==> src/rtl/lsu_pkg.sv <==
// Shared types and helpers for the load/store unit: funct3 codes,
// state encoding, byte-enable and store-lane replication.
package lsu_pkg;

    localparam logic [2:0] F3_B  = 3'b000;
    localparam logic [2:0] F3_H  = 3'b001;
    localparam logic [2:0] F3_W  = 3'b010;
    localparam logic [2:0] F3_BU = 3'b100;
    localparam logic [2:0] F3_HU = 3'b101;

    typedef enum logic [2:0] {
        IDLE,
        STORE,
        LOAD_ADDR,
        LOAD_DATA,
        RESP
    } lsu_state_e;

    function automatic logic f3_legal(input logic wr, input logic [2:0] f3);
        logic ok;
        ok = 1'b0;
        unique case (1'b1)
            f3 == F3_B,
            f3 == F3_H,
            f3 == F3_W:  ok = 1'b1;
            f3 == F3_BU,
            f3 == F3_HU: ok = !wr;
            default:     ok = 1'b0;
        endcase
        return ok;
    endfunction

    function automatic logic misaligned(input logic [2:0] f3, input logic [1:0] off);
        return ((f3[1:0] == 2'b01) && off[0]) ||
               ((f3[1:0] == 2'b10) && (off != 2'b00));
    endfunction

    function automatic logic [3:0] byte_en(input logic [2:0] f3, input logic [1:0] off);
        logic [3:0] be;
        be = 4'b0000;
        unique case (1'b1)
            f3 == F3_B: be = 4'b0001 << off;
            f3 == F3_H: be = 4'b0011 << off;
            f3 == F3_W: be = 4'b1111;
            default:    be = 4'b0000;
        endcase
        return be;
    endfunction

    function automatic logic [31:0] lane_rep(input logic [2:0] f3, input logic [31:0] wd);
        logic [31:0] d;
        d = wd;
        unique case (1'b1)
            f3 == F3_B: d = {4{wd[7:0]}};
            f3 == F3_H: d = {2{wd[15:0]}};
            default:    d = wd;
        endcase
        return d;
    endfunction

endpackage

==> src/rtl/load_align_ext.sv <==
// Moves the addressed byte/half of a memory word down to bit 0 and
// sign- or zero-extends it according to the load funct3.
module load_align_ext
    import lsu_pkg::*;
(
    input  logic [31:0] word_i,
    input  logic [1:0]  offset_i,
    input  logic [2:0]  funct3_i,
    output logic [31:0] data_o
);

    logic [31:0] shifted;

    always_comb begin
        shifted = word_i >> {offset_i, 3'b000};
        data_o  = 32'h0;
        unique case (1'b1)
            funct3_i == F3_B:  data_o = {{24{shifted[7]}}, shifted[7:0]};
            funct3_i == F3_H:  data_o = {{16{shifted[15]}}, shifted[15:0]};
            funct3_i == F3_W:  data_o = shifted;
            funct3_i == F3_BU: data_o = {24'h0, shifted[7:0]};
            funct3_i == F3_HU: data_o = {16'h0, shifted[15:0]};
            default:           data_o = 32'h0;
        endcase
    end

endmodule

==> src/rtl/load_store_unit.sv <==
// Data-memory initiator: one request at a time, alignment/window checks,
// byte lanes for stores, aligned and extended data for loads.
module load_store_unit
    import lsu_pkg::*;
#(
    parameter int unsigned MEM_ADDR_WIDTH = 18,
    parameter logic [31:0] MEM_BASE       = 32'h0000_0000
) (
    input  logic                      clk,
    input  logic                      rst,
    input  logic                      req_valid,
    output logic                      req_ready,
    input  logic                      req_write,
    input  logic [2:0]                req_funct3,
    input  logic [31:0]               req_addr,
    input  logic [31:0]               req_wdata,
    output logic                      rsp_valid,
    input  logic                      rsp_ready,
    output logic [31:0]               rsp_rdata,
    output logic                      rsp_err,
    output logic                      mem_write,
    output logic [3:0]                mem_byte_en,
    output logic [MEM_ADDR_WIDTH-1:0] mem_write_addr,
    output logic [MEM_ADDR_WIDTH-1:0] mem_read_addr,
    output logic [31:0]               mem_write_data,
    input  logic [31:0]               mem_read_data
);

    lsu_state_e                state_q, state_d;
    logic [MEM_ADDR_WIDTH-1:0] addr_q, addr_d;
    logic [2:0]                f3_q, f3_d;
    logic [31:0]               wdata_q, wdata_d;
    logic [31:0]               rdata_q, rdata_d;
    logic                      err_q, err_d;

    logic                      accept;
    logic                      out_of_win;
    logic                      req_err;
    logic [31:0]               ld_data;

    load_align_ext u_align (
        .word_i   (mem_read_data),
        .offset_i (addr_q[1:0]),
        .funct3_i (f3_q),
        .data_o   (ld_data)
    );

    assign req_ready = (state_q == IDLE);
    assign accept    = req_valid && req_ready;

    // Window compare only looks at bits above the memory's address range.
    assign out_of_win = req_addr[31:MEM_ADDR_WIDTH] != MEM_BASE[31:MEM_ADDR_WIDTH];
    assign req_err    = !f3_legal(req_write, req_funct3) ||
                        misaligned(req_funct3, req_addr[1:0]) ||
                        out_of_win;

    always_comb begin
        state_d = state_q;
        addr_d  = addr_q;
        f3_d    = f3_q;
        wdata_d = wdata_q;
        rdata_d = rdata_q;
        err_d   = err_q;
        unique case (state_q)
            IDLE: begin
                if (accept) begin
                    addr_d  = req_addr[MEM_ADDR_WIDTH-1:0];
                    f3_d    = req_funct3;
                    wdata_d = lane_rep(req_funct3, req_wdata);
                    rdata_d = 32'h0;
                    err_d   = req_err;
                    if (req_err) begin
                        state_d = RESP;
                    end else if (req_write) begin
                        state_d = STORE;
                    end else begin
                        state_d = LOAD_ADDR;
                    end
                end
            end
            STORE:     state_d = RESP;
            LOAD_ADDR: state_d = LOAD_DATA;
            LOAD_DATA: begin
                rdata_d = ld_data;
                state_d = RESP;
            end
            RESP: begin
                if (rsp_ready) begin
                    state_d = IDLE;
                end
            end
            default:   state_d = IDLE;
        endcase
    end

    always_ff @(posedge clk or negedge rst) begin
        if (!rst) begin
            state_q <= IDLE;
            addr_q  <= '0;
            f3_q    <= 3'b000;
            wdata_q <= 32'h0;
            rdata_q <= 32'h0;
            err_q   <= 1'b0;
        end else begin
            state_q <= state_d;
            addr_q  <= addr_d;
            f3_q    <= f3_d;
            wdata_q <= wdata_d;
            rdata_q <= rdata_d;
            err_q   <= err_d;
        end
    end

    // Strobes come straight off the state register so reset kills them at once.
    assign mem_write      = (state_q == STORE);
    assign mem_byte_en    = mem_write ? byte_en(f3_q, addr_q[1:0]) : 4'b0000;
    assign mem_write_data = wdata_q;
    assign mem_write_addr = addr_q;
    assign mem_read_addr  = addr_q;

    assign rsp_valid = (state_q == RESP);
    assign rsp_rdata = rdata_q;
    assign rsp_err   = err_q;

endmodule
==> config.mk <==
export PLATFORM = sky130hd
export DESIGN_NAME = load_store_unit
export DESIGN_NICKNAME = d
export VERILOG_FILES = /design/src/rtl/lsu_pkg.sv /design/src/rtl/load_align_ext.sv /design/src/rtl/load_store_unit.sv
export SDC_FILE = /design/constraint.sdc
export NUM_CORES = 1
export LEC_CHECK = 0
export BUFFER_PORTS_ARGS = -buffer_cell sky130_fd_sc_hd__buf_2
export CAP_MARGIN = 0
export CORE_MARGIN = 2
export CORE_UTILIZATION = 50
export CTS_BUF_LIST = sky130_fd_sc_hd__clkbuf_4 sky130_fd_sc_hd__clkbuf_8
export CTS_CLUSTER_SIZE = 30
export DETAILED_ROUTE_END_ITERATION = 10
export PLACE_DENSITY = 0.91
export SLEW_MARGIN = 40
export SYNTH_ARGS = -nofsm -noshare
export SYNTH_HDL_FRONTEND = slang
export SYNTH_HIERARCHICAL = 1
export SYNTH_SLANG_ARGS = --single-unit
==> constraint.sdc <==
create_clock -name clk -period 2.2 [get_ports clk]
set_input_delay 0.33 -clock clk [delete_from_list [all_inputs] [get_ports clk]]
set_output_delay 0.33 -clock clk [all_outputs]
set_load 0.01 [all_outputs]
==> metrics.yaml <==
grt_pass1_vias: 4426
yosys_register_bits: 89
ios: 212
num_antenna_cells: 0
drive_above_1_share_pct: 35.8
root_buffer: "clkbuf_8"
postCtsSetupBuffers: 0
die_w_um: 103
met3_length_mm: 1.20
yosys_most_used_dff: "dfrtp_1"
power_density_mw_per_mm2: 800
synth_edf_count: 0
yosys-top-cells-area: "dfrtp_1 45%, nand2_1 15%, mux2i_1 9.0%, nand3_1 3.3%, buf_4 2.9%"
slew_viol_final: 0
ys_seq_area_share_pct: 45.3
grt_pass1_wl_mm: 21.2
fmax_ghz: 0.505
fp.dieH_um: 103
syn-num-nets: 660
fillers: 824
cts_tree: "built"
syn_to_final_growth_pct: 24.6
yosys_warnings: 6
totalWireLength_mm: 14.0
required_ns: 1.87
final_cell_area_sq_mm: 0.00613
status: "complete, no violations"
clock_sinks: 89
arrival_ns: 1.65
grt_usage_pct: 25.9
finalSetupViolations: 0
clk_pin_slew_ns: 0.09
viasPerCell: 5.42
seq_area_sq_mm: 0.00223
hold_end: "mem_read_addr[4]"
nets: 841
rows: 36
synth_common_cells: "196 x nand2_1, 89 x dfrtp_1, 44 x mux2i_1, 32 x nand3_1, 22 x o21ai_1"
avgSynthCellArea_sq_um: 8.85
cp-start-kind: "flip-flop"
clock_skew_ns: 0.0137
drc: 0
critPathKind: "flip-flop to output port"
rsz0062_at_grt: "no"
portBuffers: 211
netlist.area_leader.share_pct: 45.3
synth_top_area_cell: "dfrtp_1"
reg2reg_slack_ns: 0.36
finalHoldViolCount: 0
p_leak_nw: 3.42
slew_headroom_pct: 52.6
worstMarginPinSlew_ns: 0.709
wl_per_cell_um: 16.0
ant_nets: 0
synth_cells: 556
synth_cell_types: 47
r2r-start: "mem_read_addr[0]"
synthArstFlopShare_pct: 100
finalCritPeriodShare_pct: 90.0
drt-met1-wl_mm: 5.43
max_cap_violations: 0
postPlaceCellArea_sq_mm: 0.00588
hold_start: "req_addr[4]"
htree_levels: 3
worst_ir_drop_vdd_mv: 0.434
cts_buffer_depth: 2
synth.most_common_cell: "nand2_1"
wl_met2_mm: 6.95
drtIter0Drc: 249
clkLatencyLatePin_ns: 0.37
crit_fanout: 8
grt_overflow: 0
drt_pass1_iterations: 4
hp-class: "input port to flip-flop"
vias: 4746
grt_max_degree: 46
dieArea_sq_mm: 0.0106
synth.cell_area_sq_mm: 0.00492
hold-path-cell-count: 3
timing.final.crit_period_ns: 1.98
r2r_end: "rsp_rdata[10]"
place.gp.congestion: 0.903
initial_core_util_pct: 51.0
end_kind: "output port"
grt_antenna_before_repair: 0
tns_ns: 0
cts_made_buffers: 9
dp_hpwl_mm: 10.2
postCtsResizedCells: 0
multi_input_comb_area_sq_mm: 0.00232
top_layer: "met4"
core_sq_mm: 0.00964
worstRegToRegCells: 7
how the worst max path moves through the flow:
stage | start | endpoint | slack, ns | cells after the start
floorplan | mem_read_addr[0] | rsp_rdata[15] | 0.57 | 7
global placement | state_q[1] | rsp_rdata[8] | 0.46 | 4
detailed placement | mem_read_addr[0] | rsp_rdata[11] | 0.42 | 7
CTS | state_q[2] | mem_byte_en[1] | 0.20 | 5
global route | f3_q[0] | mem_byte_en[2] | 0.11 | 5
finish | state_q[2] | mem_byte_en[1] | 0.22 | 5
layout make-up:
cell class	count	area share, %
multi-input cells	412	37.9
clock inverters	6	1.57
well taps	133	2.72
repair buffers	222	19.1
inverters	3	0.184
clock buffers	10	2.25
flip-flops and latches	89	36.3
registers in the layout, summed over array words and instances (netlist names):
register,count
f3_q,3
mem_read_addr,18
mem_write_data,32
rsp_err,1
rsp_rdata,32
state_q,3
worst max-delay path, cell delays in order (launching register included):
cell	delay, ns
dfrtp_1	0.48
nor3b_2	0.27
nand2b_1	0.12
a21o_1	0.18
a21oi_1	0.10
buf_2	0.14
through the flow:
step | hold WS [ns] | util (%) | power [mW] | worst slack, ns | cells
after floorplan | 0.0344 | - | 3.09 | 0.574 | 556
after global placement | 0.379 | 61.0 | 3.54 | 0.459 | 858
after detailed placement | 0.379 | 61.0 | 3.60 | 0.415 | 858
after CTS | 0.136 | 63.6 | 4.92 | 0.198 | 875
after global routing | 0.133 | 63.6 | 5.20 | 0.112 | 875
final | 0.148 | 63.6 | 4.90 | 0.221 | 875
logic make-up after synthesis:
kind of cell / Yosys count / synth area share [%]
simple gates: 271 / 24.3
compound gates: 96 / 13.5
flops: 89 / 45.3
buf+inv: 55 / 7.76
mux: 45 / 9.18
cells in the final DEF, fill, tap and decap left out, drive strengths merged, types with 2 or more instances in the layout:
master / instances
buf: 221
nand2: 196
dfrtp: 89
o21ai: 53
mux2i: 44
nand3: 32
a211oi: 14
nor2b: 11
clkbuf: 10
a21o: 8
nor2: 8
a21oi: 6
o2bb2ai: 6
inv: 5
nor4: 4
nand2b: 4
nor3b: 3
and2: 3
nor3: 3
or2: 2
a41o: 2
bufinv: 2
nand3b: 2
report_power, final:
group	total, mW	internal (mW)	switching (mW)	leakage, nW
registers	2.03	1.85	0.187	1.15
clock network	1.32	0.685	0.631	0.115
logic	1.55	0.646	0.907	2.16
total	4.90	3.18	1.73	3.42
per-layer routing:
| layer | GRT usage, % | vias up |
|---|---|---|
| met3 | 6.92 | 32 |
| met1 | 31.6 | 2250 |
| met5 | 0 | - |
| met4 | 11.9 | 0 |
| met2 | 43.2 | 237 |
| li1 | - | 2227 |
repair_timing:
action	CTS	global route
hold buffers	1	0
endpoints found under the hold margin	44	0
setup endpoints to repair	0	0
(Power assumes the default switching activity.)
